===== config.mk =====
export PLATFORM = sky130hd
export DESIGN_NAME = mod_updown_counter
export DESIGN_NICKNAME = d
export VERILOG_FILES = /design/src/rtl/mod_updown_counter.sv
export SDC_FILE = /design/constraint.sdc
export NUM_CORES = 1
export LEC_CHECK = 0
export ABC_AREA = 1
export ABC_CLOCK_PERIOD_IN_PS = 1800
export CORE_ASPECT_RATIO = 0.7
export CORE_UTILIZATION = 43
export CTS_CLUSTER_DIAMETER = 120
export DETAILED_ROUTE_END_ITERATION = 10
export GPL_TIMING_DRIVEN = 0
export PLACE_DENSITY = 0.77
export SYNTH_ARGS = -nofsm -noshare
export SYNTH_HDL_FRONTEND = slang
export SYNTH_SLANG_ARGS = --single-unit

===== constraint.sdc =====
create_clock -name clk -period 1.8 [get_ports clk]
set_clock_uncertainty 0.2 [all_clocks]
set_input_delay 0.36 -clock clk [delete_from_list [all_inputs] [get_ports clk]]
set_output_delay 0.36 -clock clk [all_outputs]
set_load 0.02 [all_outputs]

===== src/rtl/mod_updown_counter.sv =====
// mod_updown_counter
//   WIDTH-bit synchronous up/down counter with a programmable terminal value
//   (MAX), parallel load, and wrap or saturate behaviour at the range ends.
//   Drives DIGITS active-low seven-segment hex displays straight from the count.
//
// Ports
//   clk        in   rising-edge clock
//   clear      in   asynchronous active-high reset (count=0, wrap=0)
//   enable     in   count enable
//   up_down    in   1 = count up, 0 = count down
//   load       in   synchronous parallel load strobe (beats enable)
//   load_value in   value to load, clamped to MAX
//   count      out  registered count, range 0..MAX
//   tc         out  combinational terminal count, cascade enable for a next stage
//   wrap       out  registered one-cycle pulse after each wrap event
//   hex        out  segments, digit k at hex[7k+6:7k], bit 0 = a .. bit 6 = g
module mod_updown_counter #(
    parameter int unsigned WIDTH    = 8,
    parameter int unsigned MAX      = 255,
    parameter bit          SATURATE = 1'b0,
    parameter int unsigned DIGITS   = 2
) (
    input  logic                  clk,
    input  logic                  clear,
    input  logic                  enable,
    input  logic                  up_down,
    input  logic                  load,
    input  logic [WIDTH-1:0]      load_value,
    output logic [WIDTH-1:0]      count,
    output logic                  tc,
    output logic                  wrap,
    output logic [7*DIGITS-1:0]   hex
);

    localparam logic [WIDTH-1:0] MaxVal = WIDTH'(MAX);
    localparam int unsigned      HexW   = 4 * DIGITS;

    logic [WIDTH-1:0] count_q, count_d;
    logic             wrap_q, wrap_d;
    logic             at_max, at_zero, above_max;

    assign at_max    = (count_q == MaxVal);
    assign at_zero   = (count_q == '0);
    assign above_max = (count_q > MaxVal);

    always_comb begin
        count_d = count_q;
        wrap_d  = 1'b0;
        if (load) begin
            count_d = (load_value > MaxVal) ? MaxVal : load_value;
        end else if (enable) begin
            if (up_down) begin
                if (above_max) begin
                    // Recover from an illegal state silently: no wrap pulse.
                    count_d = '0;
                end else if (at_max) begin
                    if (!SATURATE) begin
                        count_d = '0;
                        wrap_d  = 1'b1;
                    end
                end else begin
                    count_d = count_q + WIDTH'(1);
                end
            end else begin
                if (at_zero) begin
                    if (!SATURATE) begin
                        count_d = MaxVal;
                        wrap_d  = 1'b1;
                    end
                end else begin
                    count_d = count_q - WIDTH'(1);
                end
            end
        end
    end

    always_ff @(posedge clk or posedge clear) begin
        if (clear) begin
            count_q <= '0;
            wrap_q  <= 1'b0;
        end else begin
            count_q <= count_d;
            wrap_q  <= wrap_d;
        end
    end

    assign count = count_q;
    assign wrap  = wrap_q;
    assign tc    = enable & ~load & ((up_down & at_max) | (~up_down & at_zero));

    function automatic logic [6:0] seg_decode(input logic [3:0] nib);
        logic [6:0] seg;
        case (nib)
            4'h0:    seg = 7'b1000000;
            4'h1:    seg = 7'b1111001;
            4'h2:    seg = 7'b0100100;
            4'h3:    seg = 7'b0110000;
            4'h4:    seg = 7'b0011001;
            4'h5:    seg = 7'b0010010;
            4'h6:    seg = 7'b0000010;
            4'h7:    seg = 7'b1111000;
            4'h8:    seg = 7'b0000000;
            4'h9:    seg = 7'b0010000;
            4'hA:    seg = 7'b0001000;
            4'hB:    seg = 7'b0000011;
            4'hC:    seg = 7'b1000110;
            4'hD:    seg = 7'b0100001;
            4'hE:    seg = 7'b0000110;
            default: seg = 7'b0001110;
        endcase
        return seg;
    endfunction

    // Zero-extend so a partial top nibble decodes with its high bits as 0.
    logic [HexW-1:0] count_ext;
    assign count_ext = HexW'(count_q);

    for (genvar k = 0; k < DIGITS; k++) begin : g_digit
        assign hex[7*k +: 7] = seg_decode(count_ext[4*k +: 4]);
    end

endmodule


==> impl_summary.md <==
Outcome
The flow ran to the end, but the final reports show violations. The final reports fail on setup timing.

Critical path
The data required time at the worst endpoint is between 1000 and 1500 ps. The worst setup path is captured at a primary output. STA classifies the critical path startpoint as a flip-flop.

The signal on the critical path passes through ha_4, inv_4, nor2_8, nand3_4, nand2_4, inv_4, nor4_4, buf_4. The category of the most critical setup path is reg -> out. The cell repeated most along the worst path is sky130_fd_sc_hd__inv_4. The top fanout value on the critical path is 4. The largest single stage delay on the critical path is 430 ps. On the critical path, the stage with the largest delay is an instance of sky130_fd_sc_hd__dfrtp_2. The arrival time reported for the critical path endpoint is ~1700 ps.

Synth
Summing the areas of all xor and xnor instances in the mapped netlist gives 2.08% of the synthesized area. Summing the areas of all compound-gate instances in the mapped netlist gives between 10% and 20% of the synthesized area. During synthesis, Yosys emitted a total of 0 warnings. The synthesis-stage register bit count is 9. The synthesized-area fraction occupied by and/or/nand/nor cells is about 40%.

In the post-synthesis netlist, the biggest area contributors are sky130_fd_sc_hd__dfrtp_1 18%, sky130_fd_sc_hd__nand2_1 17%, sky130_fd_sc_hd__ha_1 12%. The part of the Yosys area used for sequential elements is around 18%. The top-area cell type share of the netlist area is 17.8%. Among all flip-flop cells after synthesis, the most frequent one is sky130_fd_sc_hd__dfrtp_1.

The portion of synthesized area spent on multiplexers is 0%. The average instance area after synthesis is about 6.6 µm². By area, the combinational part of the netlist is dominated by simple AND/OR/NAND/NOR gates. The largest area contributor in the synthesized netlist is sky130_fd_sc_hd__dfrtp_1.

The post-synth net total is 215. The async set or reset register ratio after synthesis is 100%. The number of synthesized flops with an enable pin is 0. The cell area after technology mapping is 1260 µm². The unique cell type count in the Yosys netlist is 30. The cell count after synthesis came out at 190. The synthesized netlist devotes 11.9% of its cell area to adder and majority cells.

Floorplanning
The effective utilization at floorplan is a little under half. During I/O placement, the number of pins put on the boundary was 37. The number of core rows is 16.

The die footprint is between 3000 and 4000 µm². After floorplanning, the core was sized to cover 2780 µm². The die height is 47.3 µm. The floorplan die width is ~67 µm.

Drt
The via density per instance is about 6.8. The detailed router's first-iteration violation count is around 310. The post-detailed-route count of antenna-violating nets is 0. Before antenna repair, the detailed router went through 5 iterations. For this block, the routed nets add up to 7800 µm of wire. The routed layout has between 2000 and 2500 vias. The final routed wire length divided by cell count is 24.8 µm. In the routed design, unresolved DRC markers number 0.

Place
Once detailed placement completed, the half-perimeter wirelength came to around 3000 µm. The global placement routability congestion is between 0.8 and 0.9. Input and output buffers added on the ports amount to 36. Summing all placed instances gives a cell area of ~1800 µm².

Clock network
The number of CTS-inserted buffers is 3. The maximum count of clock buffers along a single path is 2. The H-tree level count is 1. The clock tree from TritonCTS is done. The clock root buffer master is sky130_fd_sc_hd__clkbuf_8. The number of clock sinks is 9. The clock-pin transition on the worst setup and hold timing paths is ~50 ps. At the later pin of the worst-skew pair, clock insertion delay measures 250 ps.

STA
Setup repair after global routing could not meet its margin everywhere. The minimum hold slack is around 200 ps. The relative slew slack is 59.9%. Once routing completed, OpenROAD measured the worst setup slack at -505 ps. Setup violations remaining at the end of the flow were counted as 21.

The number of max-slew violations in the final report is 0. The actual transition at the worst max-transition pin is approximately 600 ps. The final hold violation count is 0. The smallest clock period supported by the final layout is computed as ~2300 ps. Based on the critical path, the design can be clocked at up to ~0.43 GHz. After layout, the worst path uses 128% of the clock period.

Pwr
The total power draw is between 1500 and 2000 µW. Power spread over the standard cell area amounts to 731 nW/µm². The worst ir drop on vdd is just over 0.7 mV. The standby leakage power is roughly 0.0012 µW.

Layout
The repair_antennas step left the layout with diodes totalling 0. The filler cell count is just over 70. For this run, the post-layout net count is about 310. The share of final-layout standard cells stronger than drive strength 1 is between 50% and 60%.

The most common cell after layout, fill and taps aside is sky130_fd_sc_hd__nand2_1. The final cell area excluding filler cells is about 2700 µm². The area growth from synthesis to layout is 110%. Leaving out fill and tap cells, the most frequent cells in the layout are 42 x sky130_fd_sc_hd__nand2_1, 31 x sky130_fd_sc_hd__buf_6, 27 x sky130_fd_sc_hd__buf_4, 13 x sky130_fd_sc_hd__nand3_1, 13 x sky130_fd_sc_hd__clkdlybuf4s50_1.

Global routing
The total congestion overflow after global routing is 0. The number of antenna violations at the first check in global routing is 0. The pin count of the biggest net entering global routing is 11. The global-route wire length before repair is 6980 µm. The number of global-route vias before repair is around 1400.

Across every metal layer, demand over resource in global routing totals a little under a third.

Worst hold path
In this run the worst hold path is classified as in -> async.

Job
The max-cap check violation count is 0.
[critical path: cells and delay by family, from the launching register on]
kind / cells / cell delay [ps]
and+or+nand+nor: 4 / 590
DFF: 1 / 430
buffers and inverters: 3 / 300
adders and majority gates: 1 / 180
[sequential cells by signal, summed over array words and instances, names as in the netlist]
register,count
wrap,1
count,8
[layout make-up]
type / count / area, µm² / share of cell area [%]
Buffer: 5 / 56.3 / 2.12
Clock buffer: 4 / 45.0 / 1.70
Sequential cell: 9 / 233 / 8.78
Tap cell: 36 / 45.0 / 1.70
Multi-Input combinational cell: 152 / 1280 / 48.2
Inverter: 24 / 140 / 5.29
Timing Repair Buffer: 85 / 853 / 32.2
[Yosys cell counts, drive strengths merged (2+ instances only)]
cell / count
a21oi: 3
a22oi: 6
buf: 2
clkbuf: 3
dfrtp: 9
ha: 12
inv: 24
nand2: 58
nand3: 24
nand4: 4
nor2: 14
nor4: 2
o211ai: 5
o21ai: 11
o221ai: 3
o22ai: 2
xor2: 2
[metal layers]
layer  wire length (µm)  global-route usage, %  share of wire (%)  vias up
li1                   -                      -                  -      837
met1               2790                   43.1                 36      978
met2               3400                   47.3                 44      243
met3               1020                   3.88                 13       86
met4                593                   12.3                7.6        0
met5                  0                      0                  0        -
[cells by family after synthesis]
group / Yosys count
AO/OA/AOI/OAI: 34
XOR/XNOR: 3
adder cells (fa/ha/maj): 12
buffers and inverters: 29
flip-flops: 9
AND/OR/NAND/NOR: 103
[where the power goes]
part / internal, µW / total (µW) / switching (µW)
logic: 637 / 1420 / 783
registers: 228 / 270 / 41.4
clock network: 155 / 248 / 92.9
total: 1020 / 1940 / 917
[timing repair]
action | in CTS | in global routing
hold endpoints to repair | 0 | 0
setup endpoints to repair | 23 | 23
gates resized for setup | 133 | 84
hold buffers | 0 | 0
pin swaps | 15 | 36
setup buffers | 24 | 30
[per-stage QoR]
| step | utilization [%] | worst slack [ps] | cells | TNS (ps) |
|---|---|---|---|---|
| finish | 95.3 | -505 | 315 | -6080 |
| global route | 95.3 | -538 | 315 | -6830 |
| CTS | 78.5 | -390 | 290 | -2970 |
| detailed placement | 64.5 | -887 | 262 | -7810 |
| global placement | 64.5 | -878 | 262 | -7500 |
| floorplan | - | -151 | 190 | -281 |
[path summary, 6_finish.rpt]
check                                end     start  slack (ps)  depth (start not counted)
worst max register to register  count[4]  count[0]        -210                         12
min in group clk                count[5]  count[5]         520                          3
worst min-delay path            count[1]     clear         200                          2
worst max-delay path                  tc  count[0]        -500                          8
worst min register to register  count[5]  count[5]         520                          3
max in group asynchronous       count[4]     clear         900                          2
Power figures use the tool's default switching activity.
